--- src/rtl/apb_master_arbiter.sv ---
`default_nettype none
// ============================================================================
// Module      : apb_master_arbiter
// Description : Two-port round-robin APB master front-end with wait-state
//               timeout; registered APB outputs and per-port completion status.
// Revision    : 1.0 - initial release
// ============================================================================
module apb_master_arbiter #(
    parameter int ADDR_WIDTH = 32,
    parameter int DATA_WIDTH = 32,
    parameter int TIMEOUT    = 16
) (
    input  logic                  PCLK,
    input  logic                  PRESET,
    input  logic                  req0_valid,
    input  logic [ADDR_WIDTH-1:0] req0_addr,
    input  logic [DATA_WIDTH-1:0] req0_wdata,
    input  logic                  req0_write,
    output logic                  req0_ack,
    output logic [DATA_WIDTH-1:0] req0_rdata,
    output logic                  req0_err,
    input  logic                  req1_valid,
    input  logic [ADDR_WIDTH-1:0] req1_addr,
    input  logic [DATA_WIDTH-1:0] req1_wdata,
    input  logic                  req1_write,
    output logic                  req1_ack,
    output logic [DATA_WIDTH-1:0] req1_rdata,
    output logic                  req1_err,
    output logic [ADDR_WIDTH-1:0] PADDR,
    output logic [DATA_WIDTH-1:0] PWDATA,
    output logic                  PWRITE,
    output logic                  PSEL,
    output logic                  PENABLE,
    input  logic [DATA_WIDTH-1:0] PRDATA,
    input  logic                  PREADY,
    input  logic                  PSLVERR
);

    localparam int c_CNT_W = (TIMEOUT > 0) ? $clog2(TIMEOUT + 1) : 1;
    localparam logic [c_CNT_W-1:0] c_TIMEOUT = c_CNT_W'(TIMEOUT);

    localparam logic [1:0] c_S_IDLE   = 2'd0;
    localparam logic [1:0] c_S_SETUP  = 2'd1;
    localparam logic [1:0] c_S_ACCESS = 2'd2;

    logic [1:0]            r_state;
    logic [1:0]            w_state_nxt;

    logic                  r_grant;
    logic                  r_last_grant;
    logic [c_CNT_W-1:0]    r_cnt;
    logic [ADDR_WIDTH-1:0] r_paddr;
    logic [DATA_WIDTH-1:0] r_pwdata;
    logic                  r_pwrite;
    logic                  r_psel;
    logic                  r_penable;
    logic                  r_ack0;
    logic                  r_ack1;
    logic [DATA_WIDTH-1:0] r_rdata0;
    logic [DATA_WIDTH-1:0] r_rdata1;
    logic                  r_err0;
    logic                  r_err1;

    logic                  w_grant;
    logic                  w_last_grant;
    logic [c_CNT_W-1:0]    w_cnt;
    logic [ADDR_WIDTH-1:0] w_paddr;
    logic [DATA_WIDTH-1:0] w_pwdata;
    logic                  w_pwrite;
    logic                  w_psel;
    logic                  w_penable;
    logic                  w_ack0;
    logic                  w_ack1;
    logic [DATA_WIDTH-1:0] w_rdata0;
    logic [DATA_WIDTH-1:0] w_rdata1;
    logic                  w_err0;
    logic                  w_err1;

    logic                  w_elig0;
    logic                  w_elig1;
    logic                  w_any_elig;
    logic                  w_pick;
    logic [c_CNT_W-1:0]    w_cnt_inc;
    logic                  w_timeout_hit;
    logic                  w_done;
    logic                  w_done_err;
    logic                  w_done_upd;
    logic [DATA_WIDTH-1:0] w_done_rdata;

    // A port whose ack is showing this cycle is not eligible, so a requester
    // that drops valid on seeing ack is never granted a second time.
    assign w_elig0    = req0_valid & ~r_ack0;
    assign w_elig1    = req1_valid & ~r_ack1;
    assign w_any_elig = w_elig0 | w_elig1;
    assign w_pick     = (w_elig0 & w_elig1) ? ~r_last_grant : w_elig1;

    assign w_cnt_inc     = (r_cnt == c_TIMEOUT) ? r_cnt : (r_cnt + c_CNT_W'(1));
    assign w_timeout_hit = (TIMEOUT != 0) && (w_cnt_inc == c_TIMEOUT);

    always_ff @(posedge PCLK or negedge PRESET) begin
        if (!PRESET) begin
            r_state <= c_S_IDLE;
        end else begin
            r_state <= w_state_nxt;
        end
    end

    always_comb begin
        w_state_nxt = r_state;
        case (r_state)
            c_S_IDLE: begin
                if (w_any_elig) begin
                    w_state_nxt = c_S_SETUP;
                end
            end
            c_S_SETUP: begin
                w_state_nxt = c_S_ACCESS;
            end
            c_S_ACCESS: begin
                if (PREADY || w_timeout_hit) begin
                    w_state_nxt = c_S_IDLE;
                end
            end
            default: begin
                w_state_nxt = c_S_IDLE;
            end
        endcase
    end

    always_comb begin
        w_grant      = r_grant;
        w_last_grant = r_last_grant;
        w_cnt        = r_cnt;
        w_paddr      = r_paddr;
        w_pwdata     = r_pwdata;
        w_pwrite     = r_pwrite;
        w_psel       = r_psel;
        w_penable    = r_penable;
        w_ack0       = 1'b0;
        w_ack1       = 1'b0;
        w_rdata0     = r_rdata0;
        w_rdata1     = r_rdata1;
        w_err0       = r_err0;
        w_err1       = r_err1;
        w_done       = 1'b0;
        w_done_err   = 1'b0;
        w_done_upd   = 1'b0;
        w_done_rdata = '0;

        case (r_state)
            c_S_IDLE: begin
                w_psel    = 1'b0;
                w_penable = 1'b0;
                if (w_any_elig) begin
                    w_grant      = w_pick;
                    w_last_grant = w_pick;
                    w_psel       = 1'b1;
                    if (w_pick) begin
                        w_paddr  = req1_addr;
                        w_pwrite = req1_write;
                        w_pwdata = req1_write ? req1_wdata : '0;
                    end else begin
                        w_paddr  = req0_addr;
                        w_pwrite = req0_write;
                        w_pwdata = req0_write ? req0_wdata : '0;
                    end
                end
            end
            c_S_SETUP: begin
                w_penable = 1'b1;
                w_cnt     = '0;
            end
            c_S_ACCESS: begin
                if (PREADY) begin
                    // A ready slave wins over a timeout landing on the same edge.
                    w_done       = 1'b1;
                    w_done_err   = PSLVERR;
                    w_done_upd   = ~r_pwrite;
                    w_done_rdata = PRDATA;
                end else begin
                    w_cnt = w_cnt_inc;
                    if (w_timeout_hit) begin
                        w_done       = 1'b1;
                        w_done_err   = 1'b1;
                        w_done_upd   = ~r_pwrite;
                        w_done_rdata = '0;
                    end
                end
            end
            default: begin
                w_psel    = 1'b0;
                w_penable = 1'b0;
            end
        endcase

        if (w_done) begin
            w_psel    = 1'b0;
            w_penable = 1'b0;
            if (r_grant) begin
                w_ack1 = 1'b1;
                w_err1 = w_done_err;
                if (w_done_upd) begin
                    w_rdata1 = w_done_rdata;
                end
            end else begin
                w_ack0 = 1'b1;
                w_err0 = w_done_err;
                if (w_done_upd) begin
                    w_rdata0 = w_done_rdata;
                end
            end
        end
    end

    // last_grant resets to port 1 so port 0 wins the first tie.
    always_ff @(posedge PCLK or negedge PRESET) begin
        if (!PRESET) begin
            r_grant      <= 1'b0;
            r_last_grant <= 1'b1;
            r_cnt        <= '0;
            r_paddr      <= '0;
            r_pwdata     <= '0;
            r_pwrite     <= 1'b0;
            r_psel       <= 1'b0;
            r_penable    <= 1'b0;
            r_ack0       <= 1'b0;
            r_ack1       <= 1'b0;
            r_rdata0     <= '0;
            r_rdata1     <= '0;
            r_err0       <= 1'b0;
            r_err1       <= 1'b0;
        end else begin
            r_grant      <= w_grant;
            r_last_grant <= w_last_grant;
            r_cnt        <= w_cnt;
            r_paddr      <= w_paddr;
            r_pwdata     <= w_pwdata;
            r_pwrite     <= w_pwrite;
            r_psel       <= w_psel;
            r_penable    <= w_penable;
            r_ack0       <= w_ack0;
            r_ack1       <= w_ack1;
            r_rdata0     <= w_rdata0;
            r_rdata1     <= w_rdata1;
            r_err0       <= w_err0;
            r_err1       <= w_err1;
        end
    end

    assign PADDR      = r_paddr;
    assign PWDATA     = r_pwdata;
    assign PWRITE     = r_pwrite;
    assign PSEL       = r_psel;
    assign PENABLE    = r_penable;
    assign req0_ack   = r_ack0;
    assign req1_ack   = r_ack1;
    assign req0_rdata = r_rdata0;
    assign req1_rdata = r_rdata1;
    assign req0_err   = r_err0;
    assign req1_err   = r_err1;

endmodule
`default_nettype wire

--- config.mk ---
export PLATFORM = sky130hd
export DESIGN_NAME = apb_master_arbiter
export DESIGN_NICKNAME = d
export VERILOG_FILES = /design/src/rtl/apb_master_arbiter.sv
export SDC_FILE = /design/constraint.sdc
export NUM_CORES = 1
export LEC_CHECK = 0
export ABC_AREA = 1
export CAP_MARGIN = 20
export CORE_ASPECT_RATIO = 2
export CORE_UTILIZATION = 44
export CTS_CLUSTER_SIZE = 12
export DETAILED_ROUTE_END_ITERATION = 6
export PLACE_DENSITY_LB_ADDON = 0.12
export SLEW_MARGIN = 5
export SYNTH_ARGS = -nofsm -noshare
export SYNTH_HDL_FRONTEND = slang
export SYNTH_SLANG_ARGS = --single-unit
--- constraint.sdc ---
create_clock -name PCLK -period 5.51 [get_ports PCLK]
set_clock_uncertainty 0.2 [all_clocks]
set_input_delay 0.551 -clock PCLK [delete_from_list [all_inputs] [get_ports PCLK]]
set_output_delay 0.551 -clock PCLK [all_outputs]
set_load 0.005 [all_outputs]
==> impl_metrics.json <==
{
  "setup_violations": 0,
  "yosys.area.top_type": "dfrtp_1",
  "crit_fanout": 45,
  "synth-compound-area-share_pct": 11.1,
  "fin_worst_hold_slack_ps": 28.3,
  "cts_tree": "yes",
  "antenna_found_initial": 0,
  "synth_top_family_by_area": "simple AND/OR/NAND/NOR gates",
  "async_reset_ff_share_pct": 100,
  "post-cts-setup-buffers": 0,
  "drtIter0Drc": 349,
  "n_fill_cell": 1168,
  "status": "completed",
  "synth_top_area_share_pct": 54.4,
  "regArea_um2": 3600,
  "avgSynthCellArea_um2": 8.18,
  "cts_resized": 0,
  "fmax_mhz": 331,
  "initial_core_util_pct": 45.4,
  "period_share_pct": 54.9,
  "cts_sinks": 144,
  "hold_buffers": 0,
  "core_um2": 14500,
  "synth_fa_ha_area_share_pct": 0.380,
  "area_growth_pct": 56.2,
  "grt_pass1_vias": 6878,
  "synthSimpleGateAreaFrac_pct": 28.1,
  "p_leak_nw": 4.64,
  "groute.usage.overall_pct": 29.7,
  "portBuffers": 302,
  "die_y_um": 175,
  "grt-ovfl-total": 0,
  "yosys_warnings": 0,
  "clk_pin_slew_worst_paths_ps": 70,
  "cp-start-kind": "register",
  "preCtsSetupSlack_ps": 2110,
  "ctsLongestPathBuffers": 2,
  "power_density_nw_per_um2": 503,
  "ys_seq_area_share_pct": 54.8,
  "tightest_slew_ps": 1080,
  "syn_inst": 804,
  "dieArea_um2": 15500,
  "cts_made_buffers": 17,
  "routed_via_density": 5.27,
  "worstPathArrival_ps": 3170,
  "antennaDiodeCount": 0,
  "rsz0062_at_grt": "false",
  "final_common_cell": "clkdlybuf4s50_1",
  "drv_slew": 0,
  "relSlewSlack_pct": 28.0,
  "grt_pass1_wl_mm": 34.9,
  "hold_class": "primary input to asynchronous set/reset pin",
  "final_antenna_net_count": 0,
  "hold_violations": 0,
  "vias": 6760,
  "synth_xor_xnor_area_share_pct": 0.133,
  "setup.worst_path.end_class": "register",
  "cts_root_buffer": "clkbuf_16",
  "crit_required_ps": 5660,
  "hpwl_mm": 15.5,
  "peakVddDrop_mv": 0.343,
  "synth_nets": 974,
  "io_pins": 303,
  "synth_edf_count": 0,
  "wl_mm": 22.1,
  "cts_htree_levels": 4,
  "fin_ws_ps": 2490,
  "clock_latency_ps": 410,
  "path_class": "register to register",
  "synthDistinctLibCells": 24,
  "final_cell_mix": "clkdlybuf4s50_1 (301), nand2_1 (254), dfrtp_1 (143)",
  "gp_congestion": 0.823,
  "die_w_um": 88.5,
  "drive_above_1_share_pct": 5.05,
  "synthTopCellsByArea": "dfrtp_1 (54%), nand2_1 (14%), a21oi_1 (9.7%), nand4_1 (6.2%), nor2_1 (6.1%)",
  "period_minus_slack_ps": 3020,
  "rows": 62,
  "muxShareOfSynthArea_pct": 0,
  "dr.pass1.iters": 5,
  "synth_ff_type": "dfrtp_1",
  "grt_max_degree": 99,
  "synth_area_um2": 6580,
  "ys_seq_elements": 144,
  "wl_per_cell_um": 17.2,
  "drc": 0,
  "nets": 1247,
  "multi_input_area_um2": 2620,
  "drv_cap": 0,
  "tns_ps": 0
}
-- cells in the mapped netlist, drive strengths merged, types with 2 or more instances --
library cell / count
ha: 2
inv: 17
nand3: 5
nor2: 108
dfrtp: 143
o21ai: 13
clkbuf: 40
a21oi: 129
nand4: 67
buf: 19
clkinv: 3
nand2: 254
-- cell families after synthesis --
| family | Yosys count |
|---|---|
| xor+xnor | 1 |
| flops | 144 |
| buf+inv | 79 |
| compound gates | 143 |
| fa+ha+maj | 2 |
| simple gates | 435 |
-- stage by stage --
stage               instance area, µm²  total power [mW]  utilization (%)  std cells
CTS                              10200              5.20             70.6       1281
detailed placement                9650              4.02             66.6       1249
global route                     10300              5.51             70.8       1282
floorplan                         6580              2.73                -        804
global placement                  9630              3.97             66.4       1248
finish                           10300              5.17             70.8       1282
-- per-layer routing --
| metal | global-route usage [%] | vias up | share of wire [%] |
|---|---|---|---|
| met2 | 52.3 | 293 | 54 |
| met4 | 12.2 | 0 | 3.6 |
| met5 | 0 | - | 0 |
| met3 | 8.88 | 44 | 7.1 |
| li1 | - | 3205 | - |
| met1 | 32.3 | 3218 | 36 |
-- worst paths after layout --
kind,startpoint,to,slack (ps),cells after the start
setup / recovery,r_state[1]$_DFFE_PN0P_,req0_rdata[11]$_DFFE_PN0P_,2490,7
hold / removal,PRESET,req0_rdata[3]$_DFFE_PN0P_,30,1
setup reg to reg,r_state[1]$_DFFE_PN0P_,req0_rdata[11]$_DFFE_PN0P_,2490,7
hold reg to reg,PSEL$_DFFE_PN0P_,PSEL$_DFFE_PN0P_,270,2
max in group asynchronous,PRESET,req0_rdata[29]$_DFFE_PN0P_,3880,2
min in group PCLK,PSEL$_DFFE_PN0P_,PSEL$_DFFE_PN0P_,270,2
-- critical path, cell delays in order, from the launching register on --
cell	delay, ps
dfrtp_1	350
inv_1	70
nor2_1	410
inv_2	410
a21oi_4	920
buf_4	380
nand4_1	120
nand2_1	90
-- sequential cells by signal, indices dropped and copies added (netlist names), 2 cells and up --
name        flops
PWDATA         32
r_cnt           5
r_state         2
req1_rdata     32
req0_rdata     32
PADDR          32
-- cell type report --
type                    count  area share, %
multi-input cells         581           25.5
clock inverters            13           1.36
well taps                 192           2.34
flip-flops and latches    144           35.1
inverters                  20          0.731
repair buffers            313           30.6
clock buffers              19           4.41
-- power by group --
group          switching [mW]  internal, mW  leakage [nW]
Clock                   0.494         0.664         0.287
Sequential              0.251          1.49          1.82
Combinational            1.14          1.13          2.53
(Power assumes the default switching activity.)
